$ cat src/rtl/csr_pkg.sv
// Shared Zicsr encodings, FSM state type and well-known CSR addresses.
// Pure definitions: no latency, no backpressure.
package csr_pkg;

  localparam logic [2:0] F3_RW  = 3'b001;
  localparam logic [2:0] F3_RS  = 3'b010;
  localparam logic [2:0] F3_RC  = 3'b011;
  localparam logic [2:0] F3_RWI = 3'b101;
  localparam logic [2:0] F3_RSI = 3'b110;
  localparam logic [2:0] F3_RCI = 3'b111;

  localparam logic [11:0] CSR_CYCLE    = 12'hC00;
  localparam logic [11:0] CSR_TIME     = 12'hC01;
  localparam logic [11:0] CSR_INSTRET  = 12'hC02;
  localparam logic [11:0] CSR_CYCLEH   = 12'hC80;
  localparam logic [11:0] CSR_TIMEH    = 12'hC81;
  localparam logic [11:0] CSR_INSTRETH = 12'hC82;

  typedef enum logic [1:0] {
    ST_IDLE,
    ST_READ,
    ST_EXEC,
    ST_TWRITE
  } state_t;

  // funct3 000 and 100 have no CSR operation behind them
  function automatic logic f3_reserved(input logic [2:0] f3);
    return f3[1:0] == 2'b00;
  endfunction

  // RW/RWI write unconditionally; set/clear forms only with a non-zero source index
  function automatic logic f3_wr_always(input logic [2:0] f3);
    return f3[1:0] == 2'b01;
  endfunction

endpackage

$ cat src/rtl/csr_rmw_alu.sv
// Read-modify-write data path for Zicsr: write, set, clear.
// Combinational, zero latency, no backpressure.
module csr_rmw_alu #(
  parameter int XLEN = 32
) (
  input  logic [1:0]      op,
  input  logic [XLEN-1:0] old,
  input  logic [XLEN-1:0] src,
  output logic [XLEN-1:0] wdata
);

  always_comb begin
    case (op)
      2'b10:   wdata = old | src;
      2'b11:   wdata = old & ~src;
      default: wdata = src;
    endcase
  end

endmodule

$ cat src/rtl/csr_access_ctrl.sv
// Sequences Zicsr ops as read/modify/write and arbitrates the CSR write port with the trap unit (trap wins).
// Core accept->rsp 2 cycles, trap accept->csr_we 1 cycle; both ready only while idle.
module csr_access_ctrl
  import csr_pkg::*;
#(
  parameter int XLEN     = 32,
  parameter int ADDR_W   = 12,
  parameter bit RO_CHECK = 1'b1
) (
  input  logic              clk,
  input  logic              rst,
  input  logic              req_valid,
  output logic              req_ready,
  input  logic [2:0]        req_funct3,
  input  logic [ADDR_W-1:0] req_addr,
  input  logic [XLEN-1:0]   req_rs1,
  input  logic [4:0]        req_rs1_idx,
  input  logic              trap_valid,
  output logic              trap_ready,
  input  logic [ADDR_W-1:0] trap_addr,
  input  logic [XLEN-1:0]   trap_wdata,
  output logic [ADDR_W-1:0] csr_addrr,
  input  logic [XLEN-1:0]   csr_rdata,
  output logic [ADDR_W-1:0] csr_addrw,
  output logic [XLEN-1:0]   csr_wdata,
  output logic              csr_we,
  output logic              rsp_valid,
  output logic [XLEN-1:0]   rsp_rdata,
  output logic              rsp_illegal,
  output logic              busy
);

  state_t            state, state_nxt;
  logic [2:0]        op_f3;
  logic [ADDR_W-1:0] op_addr;
  logic [XLEN-1:0]   op_src;
  logic [XLEN-1:0]   op_old;
  logic              op_wr_en;
  logic              idle, req_acc, trap_acc, ill;
  logic [XLEN-1:0]   alu_wdata;

  assign idle       = (state == ST_IDLE);
  assign trap_ready = idle;
  assign req_ready  = idle && !trap_valid;
  assign trap_acc   = trap_valid && idle;
  assign req_acc    = req_valid && req_ready;
  assign busy       = !idle;

  // read-only check only matters when the op would really write
  assign ill = f3_reserved(op_f3) ||
               (RO_CHECK && op_wr_en && (op_addr[ADDR_W-1 -: 2] == 2'b11));

  csr_rmw_alu #(.XLEN(XLEN)) u_alu (
    .op    (op_f3[1:0]),
    .old   (op_old),
    .src   (op_src),
    .wdata (alu_wdata)
  );

  always_comb begin
    state_nxt   = state;
    csr_addrr   = '0;
    csr_addrw   = '0;
    csr_wdata   = '0;
    csr_we      = 1'b0;
    rsp_valid   = 1'b0;
    rsp_rdata   = '0;
    rsp_illegal = 1'b0;
    case (state)
      ST_IDLE: begin
        if (trap_acc)     state_nxt = ST_TWRITE;
        else if (req_acc) state_nxt = ST_READ;
      end
      ST_READ: begin
        csr_addrr = op_addr;
        state_nxt = ST_EXEC;
      end
      ST_EXEC: begin
        csr_addrw   = op_addr;
        csr_wdata   = alu_wdata;
        csr_we      = op_wr_en && !ill;
        rsp_valid   = 1'b1;
        rsp_rdata   = ill ? '0 : op_old;
        rsp_illegal = ill;
        state_nxt   = ST_IDLE;
      end
      ST_TWRITE: begin
        csr_we    = 1'b1;
        csr_addrw = op_addr;
        csr_wdata = op_src;
        state_nxt = ST_IDLE;
      end
      default: state_nxt = ST_IDLE;
    endcase
  end

  // trap writes reuse the op address/source registers; they are never live at the same time
  always_ff @(posedge clk or posedge rst) begin
    if (rst) begin
      state    <= ST_IDLE;
      op_f3    <= '0;
      op_addr  <= '0;
      op_src   <= '0;
      op_old   <= '0;
      op_wr_en <= 1'b0;
    end else begin
      state <= state_nxt;
      if (trap_acc) begin
        op_addr <= trap_addr;
        op_src  <= trap_wdata;
      end else if (req_acc) begin
        op_f3    <= req_funct3;
        op_addr  <= req_addr;
        op_src   <= req_funct3[2] ? {{(XLEN-5){1'b0}}, req_rs1_idx} : req_rs1;
        op_wr_en <= f3_wr_always(req_funct3) || (req_rs1_idx != 5'd0);
      end
      if (state == ST_READ) op_old <= csr_rdata;
    end
  end

endmodule

$ cat config.mk
export PLATFORM = sky130hd
export DESIGN_NAME = csr_access_ctrl
export DESIGN_NICKNAME = d
export VERILOG_FILES = /design/src/rtl/csr_pkg.sv /design/src/rtl/csr_rmw_alu.sv /design/src/rtl/csr_access_ctrl.sv
export SDC_FILE = /design/constraint.sdc
export NUM_CORES = 1
export LEC_CHECK = 0
export CAP_MARGIN = 20
export CORE_UTILIZATION = 42
export DETAILED_ROUTE_END_ITERATION = 12
export HOLD_SLACK_MARGIN = 0.15
export MAX_ROUTING_LAYER = met4
export PLACE_DENSITY = 0.86
export SLEW_MARGIN = 10
export SYNTH_ARGS = -nofsm -noshare
export SYNTH_HDL_FRONTEND = slang
export SYNTH_SLANG_ARGS = --single-unit
export TNS_END_PERCENT = 30
$ cat constraint.sdc
create_clock -name clk -period 3 [get_ports clk]
set_input_delay 0.75 -clock clk [delete_from_list [all_inputs] [get_ports clk]]
set_output_delay 0.75 -clock clk [all_outputs]
set_load 0.1 [all_outputs]
---- Yosys cells after proc, flatten, opt, wreduce, memory -nomap -nowiden ----
Index checks and enable logic that the tools add are counted.
operators by class
  eq/ne operators ......................... 8
  bitwise operators ....................... 4
  mux-type cells .......................... 17
  reduce and logical (&&, ||, !) cells .... 16
operators with widths
  kind                                                 number
  2-to-1 mux 32 bit                                    5
  case mux 32 bit (2 select lines)                     2
  2-to-1 mux 12 bit                                    4
  AND 32 bit                                           1
  NOT 32 bit                                           1
  bitwise OR 32 bit                                    1
  equality test 2 bit, second input constant           5
  case mux 2 bit (3 select lines)                      1
  logical AND 1 bit                                    5
  nonzero test 5 bit                                   1
  equality test 2 x 1 -> 1 bit, second input constant  2
  zero test 2 bit                                      2
  2-to-1 mux 2 bit                                     2
  zero test 1 bit                                      3
  != test 3 x 1 -> 1 bit, second input constant        1
  logical OR 1 bit                                     2
  2-to-1 mux 1 bit                                     2
  case mux 1 bit (2 select lines)                      1
  AND reduction 2 bit                                  1
  nonzero test 2 bit                                   1
  OR reduction 2 bit                                   1
  NOT 1 bit                                            1
word-level totals
  input bits .............................. 132
  word-level logic and storage cells ...... 51
  output and inout bits ................... 94
  flip-flop bits (word level) ............. 81

---- Longest topological paths before layout ----
  depth after elaboration ................. 6
  mapped depth ............................ 7
  depth with buffers taken out ............ 4

---- By module ----
Synthesis repeated with hierarchy kept, for this count alone.
second synthesis, totals
  cells, all modules ...................... 561
  area total of the unflattened synthesis .. 5315.1 µm²
by module, submodules not included
  module           area an instance (µm²)  sequential area each (µm²)  cells an instance  instances
  csr_access_ctrl  4805.9                  2026.9                      488                1
  csr_rmw_alu      509.2                   0.0                         73                 1

---- Worst setup path after synthesis ----
No wires, ideal clock.
  path type ............................... register to output
  from .................................... reg state[0]
  to ...................................... out csr_wdata[0]
  stages on the path, launching flop included .. 7
  path buffers ............................ 3
  slack ................................... -965 ps
  required time ........................... 2250 ps
  data arrival time ....................... 3215 ps
  cell sequence ........................... dfrtp_1 -> buf_2 -> nor2b_1 -> clkbuf_1 -> buf_2 -> nand3b_1 -> a21boi_0
on the way
  cells in the longest elaborated chain, start to end .. 2
  elaborated cells on any way between the ends .. 3
  those cells by class .................... 2 x eq/ne; 1 x mux
RTL lines
  item                                  line                    text
  start, declared                       csr_access_ctrl.sv:33   state_t state, state_nxt;
  start signal, assigned                csr_access_ctrl.sv:107  state <= state_nxt;
  equality test 2 bit                   csr_access_ctrl.sv:69   case (state)
  case mux 32 bit (2 select lines) (*)  csr_access_ctrl.sv:69
  end, declared                         csr_access_ctrl.sv:25   output logic [XLEN-1:0] csr_wdata,
Mark *: on every way between the ends. The rest lies on a longest branch, timed or not.

---- Final worst setup path ----
  from .................................... reg state[0]
  to ...................................... out rsp_rdata[14]
on the way
  cells in the longest elaborated chain, start to end .. 2
RTL lines
  item                 line                   text
  equality test 2 bit  csr_access_ctrl.sv:69
  2-to-1 mux 32 bit    csr_access_ctrl.sv:69
  end, declared        csr_access_ctrl.sv:28  output logic [XLEN-1:0] rsp_rdata,
Every way passes these cells.

==> out/summary.txt <==
Status = completed
Post-CTS sizing = 0
P&R area growth vs syn = 75.5%
Reg-to-reg endpoint = op_src[21]
Hold-critical path endpoint = op_addr[9]
Core area = 11000 µm²
Pin count of the biggest net entering global routing = 39
Most common library cells after synthesis = dfrtp_1, nand3b_1, and2_1
Maximum fanout along the worst path = 15
Max-slew headroom = 0.526
Layout cell share with drive strength beyond 1 = 0.264
WL/cell = 19.7 µm
Worst Hold Class = flip-flop to flip-flop
Num CTS Buffers = 9
Prevailing post-synth register cell = dfrtp_1
Endpoints failing setup = 0
Cell variety after synth = 32
# port buffers = 225
Vias in the first global route = 4875
Minimum clock period = 2.81 ns
Final period util = 0.938
Hold path depth = 1
CTS sink cnt = 81
Ant. Diodes = 0
Num ports = 226
Synth top area cells = dfrtp_1, nand3b_1, mux2_2, and2_1, a211oi_1
Nets = 836
Final setup margin = 0.187 ns
Biggest area consumer among synthesized cells = dfrtp_1
Clock Path Buffers = 2
Synthesized instance count = 493
Via density per instance = 5.61
Site row count = 38
CP startpoint = state[0]
Register area share after synthesis = 0.417
Register-to-Register Path Depth = 6
Final Wtd Congestion = 0.886
DRT antenna net count = 0
Startpoint types = flip-flop
RSZ-0062 raised after global routing = no
Worst Hold Launch = op_addr[9]
CTS tree = yes
Yosys warns = 0
Post-Place Worst Slack = 0.564 ns
Die area = 12000 µm²
Clock latency on the worst-skew pair = 0.33 ns
Critical path type = flip-flop to primary output
Syn Area/Cell = 9.85 µm²
Finished Cell Area = 8520 µm²
Routed WL = 16.8 mm
Die width = 110 µm
Synth Net Count = 625
Synth Register Bits = 81
DP Area = 8220 µm²
Initial antenna violation count = 0
Critical Path AT = 2.06 ns
Final Hold Violating Endpoints = 0
Worst slew pin tran = 0.709 ns
GR Util All Layers = 0.294
First-pass GRT wire length = 25.7 mm
Critical path endpoint category = primary output
Syn Std Cell Area = 4860 µm²
Drt first-iter violations = 298
H-Tree Depth = 3
Fin Clk Skew = 0.00566 ns
Hpwl dp = 12.4 mm
Most common cell in the netlist = dfrtp_1
Initial Utilization = 0.440
Clk Tree Root Cell = clkbuf_16
DR vias = 4765
Hold Buf Count CTS = 0
Top-area cell type share of the netlist area = 0.417
DRC = 0
Clock-pin slew on the worst setup and hold paths = 0.06 ns
Max-cap violations = 0
Die Ht = 110 µm
Ys async rst share = 1.00
Max Freq = 0.356 GHz
# fillers = 714
Hold WS = 0.528 ns
R2r startpoint = state[1]
EDFF count, synth = 0
Pins Over Slew Limit = 0
Grt ovf = 0
Number of setup buffers added after CTS = 0
R2r setup slk = 1.03 ns
DR pass1 iterations = 5
CP required = 2.25 ns
-- per-layer routing --
layer  part of all wire  GRT usage  wire (µm)  vias to the layer above
li1                   -          -          -                     2215
met1               0.40      0.346       6750                     2295
met2               0.51      0.493       8470                      209
met3              0.055     0.0439        925                       46
met5                  0          -          0                        -
met4              0.037      0.140        618                        0
-- kinds of logic (layout without fill, tap and decap cells) --
| family | count (synthesis) | after routing | synth area share |
|---|---|---|---|
| compound gates | 140 | 140 | 0.217 |
| simple gates | 185 | 185 | 0.236 |
| flops | 81 | 81 | 0.417 |
| mux | 34 | 34 | 0.0788 |
| buf+inv | 53 | 269 | 0.0512 |
-- metrics by stage --
stage	std cells	util	TNS [ns]
2_1_floorplan	493	-	-5.09
3_3_place_gp	833	0.745	0
3_5_place_dp	833	0.745	0
4_1_cts	849	0.773	0
5_1_grt	849	0.773	0
6_report	849	0.773	0
-- cells in the final DEF, fill, tap and decap left out, types with 3 or more instances in the layout --
cell type | synthesis | layout
a21boi_2 | 0 | 9
inv_6 | 0 | 3
and2_1 | 56 | 56
nor2_1 | 13 | 11
a21oi_1 | 5 | 5
a2bb2oi_1 | 27 | 27
a211oi_1 | 33 | 33
buf_12 | 0 | 95
buf_4 | 1 | 21
mux2_2 | 34 | 34
nor2b_1 | 15 | 13
clkbuf_16 | 0 | 9
a21boi_1 | 5 | 23
o31ai_1 | 5 | 5
o21ai_0 | 13 | 13
a22oi_1 | 8 | 8
and3b_1 | 4 | 4
nand3b_1 | 60 | 60
dfrtp_1 | 81 | 81
nand2_1 | 32 | 32
clkdlybuf4s50_1 | 0 | 130
o2bb2ai_1 | 4 | 4
a31oi_1 | 10 | 10
inv_1 | 4 | 3
-- flip-flops by register name, summed over array words and instances, names as in the netlist --
register	count
op_addr	12
op_src	32
op_f3	2
state	2
op_old	32
op_wr_en	1
-- worst max-delay path, stage by stage (launching register included) --
cell and delay [ns]:
dfrtp_1 0.49, nand2b_1 0.27, a311oi_4 0.30, buf_4 0.26, and2_1 0.21, buf_12 0.19
-- how the worst max path moves through the flow --
stage	endpoint	slack, ns
5_1_grt	rsp_rdata[3]	0.11
6_report	rsp_rdata[14]	0.19
4_1_cts	rsp_rdata[14]	0.18
3_5_place_dp	rsp_rdata[14]	0.56
3_3_place_gp	op_src[0]	0.62
2_1_floorplan	csr_wdata[10]	-0.23
-- final cells by class --
class | instances | area (µm²) | area share
repair buffers | 247 | 3370 | 0.395
multi-input cells | 359 | 2630 | 0.309
flip-flops and latches | 81 | 2030 | 0.238
clock buffers | 9 | 225 | 0.0264
well taps | 140 | 175 | 0.0205
clock inverters | 7 | 76.3 | 0.00895
inverters | 6 | 23.8 | 0.00279
Power is left out: the tool's default activity adds up to more than one toggle a clock period on the data nets, which glitch-free logic cannot reach.
